### config.mk
export PLATFORM = sky130hd
export DESIGN_NAME = fan_result_collector
export DESIGN_NICKNAME = d
export VERILOG_FILES = /design/src/rtl/fan_result_collector.sv
export SDC_FILE = /design/constraint.sdc
export NUM_CORES = 2
export LEC_CHECK = 0
export CAP_MARGIN = 20
export CELL_PAD_IN_SITES_DETAIL_PLACEMENT = 0
export CELL_PAD_IN_SITES_GLOBAL_PLACEMENT = 1
export CORE_AREA = 5 5 528 530
export DETAILED_ROUTE_END_ITERATION = 6
export DIE_AREA = 0 0 533 535
export GPL_TIMING_DRIVEN = 0
export HOLD_SLACK_MARGIN = 0.05
export PLACE_DENSITY_LB_ADDON = 0.3
export SLEW_MARGIN = 40
export SYNTH_ARGS = -nofsm -noshare
export SYNTH_HDL_FRONTEND = slang
export SYNTH_SLANG_ARGS = --single-unit
### constraint.sdc
create_clock -name clk -period 35.6 [get_ports clk]
set_clock_uncertainty 0.1 [all_clocks]
set_input_delay 8.9 -clock clk [delete_from_list [all_inputs] [get_ports clk]]
set_output_delay 8.9 -clock clk [all_outputs]
set_load 0.005 [all_outputs]
### src/rtl/fan_result_collector.sv
// Captures one 32-lane FAN output vector and drains its result-valid lanes, lowest lane first, onto a valid/ready stream.
// Optional build macro FAN_COLLECT_SKIPZERO_EN: lanes whose sum is zero are dropped at capture.
module fan_result_collector #(
  parameter int NUM_IN  = 32,
  parameter int DW_DATA = 32,
  parameter int DW_ROW  = 5,
  parameter int DW_CTRL = 4,
  parameter int DW_LINE = DW_DATA + DW_ROW + DW_CTRL,
  parameter int DW_LANE = 5
) (
  input  logic                      clk,
  input  logic                      rst,
  input  logic                      in_valid,
  output logic                      in_ready,
  input  logic [NUM_IN*DW_LINE-1:0] in,
  output logic                      out_valid,
  input  logic                      out_ready,
  output logic [DW_DATA-1:0]        out_data,
  output logic [DW_ROW-1:0]         out_row,
  output logic [DW_LANE-1:0]        out_lane,
  output logic                      out_last,
  output logic                      busy
);

  // Handshakes: a transfer happens on a clk edge where valid && ready; the
  // source holds its payload stable and never drops valid before that edge.
  typedef enum logic [0:0] {IDLE = 1'b0, DRAIN = 1'b1} state_t;

  state_t               state_q;
  logic [NUM_IN-1:0]    pending_q;
  logic [NUM_IN-1:0]    pending_d;
  logic [DW_DATA-1:0]   data_q [NUM_IN];
  logic [DW_ROW-1:0]    row_q  [NUM_IN];

  logic [NUM_IN-1:0]    cap_mask;
  logic [DW_DATA-1:0]   lane_data [NUM_IN];
  logic [DW_ROW-1:0]    lane_row  [NUM_IN];
  logic [DW_CTRL-1:0]   lane_ctrl [NUM_IN];
  logic [DW_LANE-1:0]   sel_idx;
  logic [NUM_IN-1:0]    sel_onehot;
  logic                 one_left;
  logic                 unused_ctrl;

  for (genvar g = 0; g < NUM_IN; g++) begin : g_lane
    assign lane_data[g] = in[g*DW_LINE +: DW_DATA];
    assign lane_row[g]  = in[g*DW_LINE + DW_DATA +: DW_ROW];
    assign lane_ctrl[g] = in[g*DW_LINE + DW_DATA + DW_ROW +: DW_CTRL];
`ifdef FAN_COLLECT_SKIPZERO_EN
    assign cap_mask[g]  = lane_ctrl[g][0] && (lane_data[g] != '0);
`else
    assign cap_mask[g]  = lane_ctrl[g][0];
`endif
  end

  // Only ctrl[0] carries meaning; the upper control bits are deliberately dropped.
  always_comb begin
    unused_ctrl = 1'b0;
    for (int i = 0; i < NUM_IN; i++) begin
      unused_ctrl = unused_ctrl ^ (^lane_ctrl[i][DW_CTRL-1:1]);
    end
  end

  // Priority encoder: the lowest set pending bit wins.
  always_comb begin
    sel_idx = '0;
    for (int i = NUM_IN - 1; i >= 0; i--) begin
      if (pending_q[i]) sel_idx = DW_LANE'(i);
    end
  end

  assign sel_onehot = NUM_IN'(1) << sel_idx;
  assign one_left   = (pending_q != '0) && ((pending_q & (pending_q - NUM_IN'(1))) == '0);
  assign pending_d  = pending_q & ~sel_onehot;

  always_ff @(posedge clk) begin
    if (rst) begin
      state_q   <= IDLE;
      pending_q <= '0;
      for (int i = 0; i < NUM_IN; i++) begin
        data_q[i] <= '0;
        row_q[i]  <= '0;
      end
    end else begin
      case (state_q)
        IDLE: begin
          if (in_valid) begin
            for (int i = 0; i < NUM_IN; i++) begin
              data_q[i] <= lane_data[i];
              row_q[i]  <= lane_row[i];
            end
            pending_q <= cap_mask;
            if (cap_mask != '0) state_q <= DRAIN;
          end
        end
        DRAIN: begin
          if (out_ready) begin
            pending_q <= pending_d;
            if (one_left) state_q <= IDLE;
          end
        end
        default: state_q <= IDLE;
      endcase
    end
  end

  // Held low during reset so nothing is accepted until the first clean cycle.
  assign in_ready  = (state_q == IDLE) && !rst;
  assign out_valid = (state_q == DRAIN);
  assign busy      = (state_q == DRAIN);
  assign out_last  = (state_q == DRAIN) && one_left;
  assign out_data  = data_q[sel_idx];
  assign out_row   = row_q[sel_idx];
  assign out_lane  = sel_idx;

endmodule

# After elaboration in Yosys (flattened, before gate mapping)
# Memories as Yosys holds them, arrays and structs flattened.
# Index checks and enable logic that the tools add are counted.
# W data, S select, Z words.
word_totals:
  register_bits: 33
  ram_bits: 1184
  inputBits: 1316
  out_inout_bits: 46
  elab_cells: 194
  n_memories: 2
classes:
  n_addsub: 1
  n_eq_ne: 2
  n_shift: 1
  muxes: 110
  bitwise: 68
  reduce_logical: 8
memory_table:
  columns: ["memory", "depth", "width", "read_ports", "rd_ports_with_merged_regs", "wr", "line_no", "rtl"]
  rows:
  - ["data_q", 32, 32, 1, 0, 32, "32", "logic [DW_DATA-1:0] data_q [NUM_IN];"]
  - ["row_q", 32, 5, 1, 0, 32, "33", "logic [DW_ROW-1:0] row_q [NUM_IN];"]
op_table:
  columns: ["cell", "count"]
  rows:
  - ["$mux W32", 34]
  - ["$mux W5", 64]
  - ["$and A32 B32 Y32", 2]
  - ["$or A1 B1 Y1", 64]
  - ["$pmux W32 S2", 1]
  - ["$reduce_bool A32 Y1", 2]
  - ["$logic_not A32 Y1", 1]
  - ["$not A32 Y32", 1]
  - ["$shl A1 B5 Y32 const A", 1]
  - ["$sub A32 B1 Y32 const B", 1]
  - ["$mux W1", 10]
  - ["$ne A2 B2 Y1 const B", 2]
  - ["$logic_and A1 B1 Y1", 3]
  - ["$pmux W1 S2", 1]
  - ["$reduce_and A2 Y1", 1]
  - ["$logic_not A1 Y1", 1]
  - ["$not A1 Y1", 1]

# Depth between registers and ports, before layout
depth:
  word_depth: 37
  mapped_depth: 14
  mapped_depth_nobuf: 10

# Worst setup path before layout
# No wires, ideal clock.
synth_timing:
  path_kind: "input-to-reg"
  start: "in rst"
  end: "mem data_q[0][0] (enable)"
  setup_time_ps: 8194
  t_arrival_ps: 28647
  t_required_ps: 27306
  path_slack_ps: -1341
  stages: 5
  n_path_buf: 3
  path_cell_list: "clkbuf_1 > inv_2 > clkbuf_1 > clkbuf_1 > nand2_1"
synth_rtl:
  columns: ["item", "line_no", "rtl"]
  rows:
  - ["start: declaration", "12", "input logic rst,"]
  - ["end: declaration", "32", null]

# Final worst setup path
layout_timing:
  start: "in rst"
  end: "out in_ready"
layout_via:
  elab_chain_len: 2
layout_rtl:
  columns: ["item", "line_no", "rtl"]
  rows:
  - ["$logic_not A1 Y1", "107", "assign in_ready = (state_q == IDLE) && !rst;"]
  - ["$logic_and A1 B1 Y1", "107", null]
  - ["end: declaration", "14", "output logic in_ready,"]
# Every way passes these cells.

==> run_results.csv <==
group,metric,value,unit
hold_path,hold_depth,1,
logic_synthesis,ys_ff_latch,1217,
clock_network,cts_root_buf,"clkbuf_16",
global_routing,grt_usage,0.297,
logic_synthesis,yosysSeqAreaShare,0.648,
clock_network,cts_tree,"yes",
floorplan,die_height,535,um
logic_synthesis,yosysUniqueCellTypes,60,
placement,dpl.cell_count,9697,
global_routing,antenna_found_initial,232,
floorplan,fp.dieW,533,um
timing,rsz0062_at_grt,"no",
global_routing,grt_max_degree,77,
setup_path,cp_max_fo,10,
setup_path,path_cells,"clkbuf_2 -> clkbuf_1 -> buf_2 -> nor2_1 -> clkdlybuf4s50_1",
logic_synthesis,yosysWarnings,0,
logic_synthesis,synth_top_area_share,0.636,
clock_network,cts_buffers,158,
clock_network,holdBufCountCts,0,
flow_run,drv_cap,0,
setup_path,cp_slowest_cell,"clkbuf_1",
logic_synthesis,synth_fp_nets,6075,
finish,fin_nets,7586,
setup_path,startpoint_type,"primary input",
floorplan,initial_core_util,0.205,
clock_network,cts_resized,0,
floorplan,coreArea,273000,um2
setup_path,arrival,11.30,ns
setup_path,path_class,"in -> out",
setup_path,crit_family,"buffers and inverters",
logic_synthesis,syn_area,55900,um2
detailed_routing,viasPerCell,5.05,
detailed_routing,routedWlPerCell,43.8,um
power,power.density,59.8,nW/um2
setup_path,reg2regPathDepth,11,
setup_path,crit_buf_inv,4,
timing,fmaxAchievable,0.0493,GHz
logic_synthesis,synth-edff-count,1184,
finish,layout.cells.non_filler,10095,
placement,routabilityCongestion,0.915,
detailed_routing,dr_total_vias,51010,
clock_network,h-tree-depth,4,
hold_path,hold_class,"reg -> reg",
logic_synthesis,synth.avg_cell_area,11.7,um2
setup_path,crit_path_end_kind,"output port",
clock_network,clk_latency,0.84,ns
placement,io_buffers,1264,
setup_path,slowest_delay,0.63,ns
logic_synthesis,synth-main-ff-cell,"edfxtp_1",
logic_synthesis,synth_cells,4759,
detailed_routing,wirelength,442,mm
power,leakage,31.0,nW
clock_network,cts.sinks,1217,
timing,drv_slew,0,
timing,setup_violations,0,
timing,worstMarginPinSlew,1.06,ns
finish,syn_to_final_growth,44.6,%
logic_synthesis,yosysTopAreaCell,"edfxtp_1",
setup_path,crit_required,26.60,ns
floorplan,io_pins,1362,
detailed_routing,drc,0,
timing,hold_viol_final,0,
detailed_routing,drt_iter0_drc,6749,
detailed_routing,drt_pass1_iterations,6,
detailed_routing,final_antenna_net_count,0,
floorplan,die_area,285000,um2
global_routing,overflow,0,
power,peakVddDrop,0.0000507,V
logic_synthesis,async_flop_share,0,
global_routing,grt_first_pass_wirelength,546,mm
finish,drive_gt1_frac,0.103,
finish,fin_util,0.296,
logic_synthesis,synth.area.top_cells,"edfxtp_1 64%, and3_1 7.5%, nor2b_1 5.8%, nand2_1 5.4%, mux2i_1 2.9%",
finish,fillCellCount,28167,
timing,finalCriticalPeriod,20.30,ns
placement,dp.final_hpwl,362,mm
setup_path,cp.depth,5,
timing,min_period_over_period,0.570,
clock_network,clockBufferDepth,3,
floorplan,row_count,192,
timing,max_slew_margin,0.287,
global_routing,grt_pass1_vias,48946,
run_status,outcome,"finished, final reports clean",
clock_network,cts_setup_buffers,0,
clock_network,clk_pin_slew,0.05,ns
-- where the power goes --
group          total, W  switching (W)  internal (W)
Combinational   0.00145        0.00105      0.000409
Clock           0.00163       0.000714      0.000916
Sequential      0.00174      0.0000449       0.00170
-- flip-flops by register name (all words and copies together), names as in the netlist --
register and flops:
row_q 160, data_q 1024, pending_q 32, busy 1
-- cells in the mapped netlist (all sizes together), types with 4 or more instances --
cell type  number
mux2i         164
nand2         804
nand2b          4
a221oi          6
and3          673
inv            10
a311oi          4
or3            51
clkbuf        327
o22ai          73
or4             9
a32o           26
nor2           48
a21oi         170
nor2b         521
nor4           49
o21ai          48
dfxtp          33
o221ai          7
buf            90
nand3         165
o31ai           4
o311ai         47
edfxtp       1184
a31oi          83
nand4          34
or2             4
a32oi          36
nor3           43
-- layout by cell type, fill, tap and decap left out, types with 19 or more instances in the layout --
cell type / netlist / layout
clkdlybuf4s50_1: 0 / 1264
edfxtp_1: 1184 / 1184
nand2_1: 803 / 798
and3_1: 673 / 673
nor2b_1: 521 / 521
clkbuf_1: 326 / 222
a21oi_1: 170 / 169
nand3_1: 165 / 164
clkbuf_16: 0 / 161
mux2i_1: 164 / 160
clkbuf_2: 1 / 127
diode_2: 0 / 117
buf_2: 76 / 84
o22ai_1: 73 / 71
a31oi_1: 83 / 59
or3_1: 51 / 51
o21ai_0: 48 / 46
nor2_1: 48 / 45
o311ai_0: 47 / 40
buf_4: 6 / 36
nand4_1: 34 / 34
dfxtp_1: 33 / 33
a32oi_1: 36 / 32
buf_16: 0 / 32
clkinv_1: 0 / 28
clkinv_2: 0 / 28
nor4_2: 0 / 26
a32o_1: 26 / 26
nor3_2: 0 / 22
nor4_1: 48 / 21
nor3_1: 42 / 19
-- per-layer routing --
metal	global-route usage	vias up	routed length (um)
met5	0	-	752
met4	0.122	118	21200
met3	0.0651	703	35200
met2	0.475	3288	201000
met1	0.391	26121	184000
li1	-	20780	-
-- final cells by class --
cell class                      count  area (um2)  share of cell area
Sequential cell                  1217       36200               0.448
Multi-Input combinational cell   3115       18800               0.232
Timing Repair Buffer             1351       14100               0.174
Tap cell                         3589        4490              0.0556
Clock buffer                      189        4150              0.0514
Buffer                            417        1870              0.0232
Clock inverter                     90         911              0.0113
Antenna cell                      117         293             0.00362
Inverter                           10        37.5            0.000465
-- path summary, 6_finish.rpt --
| check | start | end | slack, ns |
|---|---|---|---|
| hold / removal | pending_q[12] | pending_q[12] | 0.53 |
| setup reg to reg | pending_q[8] | pending_q[18] | 30.28 |
| hold reg to reg | pending_q[12] | pending_q[12] | 0.53 |
| setup / recovery | rst | in_ready | 15.30 |
-- through the flow --
stage / setup WS, ns / power [W] / instance area, um2 / hold WS, ns / TNS (ns)
after floorplan: 10.80 / 0.00225 / 55900 / 0.430 / 0
after global placement: -0.466 / 0.00323 / 73000 / 0.511 / -205.33
after detailed placement: 15.30 / 0.00322 / 75400 / 0.510 / 0
after CTS: 15.30 / 0.00484 / 80500 / 0.528 / 0
after global routing: 15.30 / 0.00492 / 80600 / 0.560 / 0
final: 15.30 / 0.00483 / 80800 / 0.530 / 0
-- kinds of logic after synthesis --
group	after synthesis	synth area share
simple gates	2410	0.228
mux	166	0.0298
buf+inv	427	0.0308
compound gates	536	0.0628
fa+ha+maj	3	0.000537
flops	1217	0.648
No activity file was read; power rests on OpenSTA's default activity.
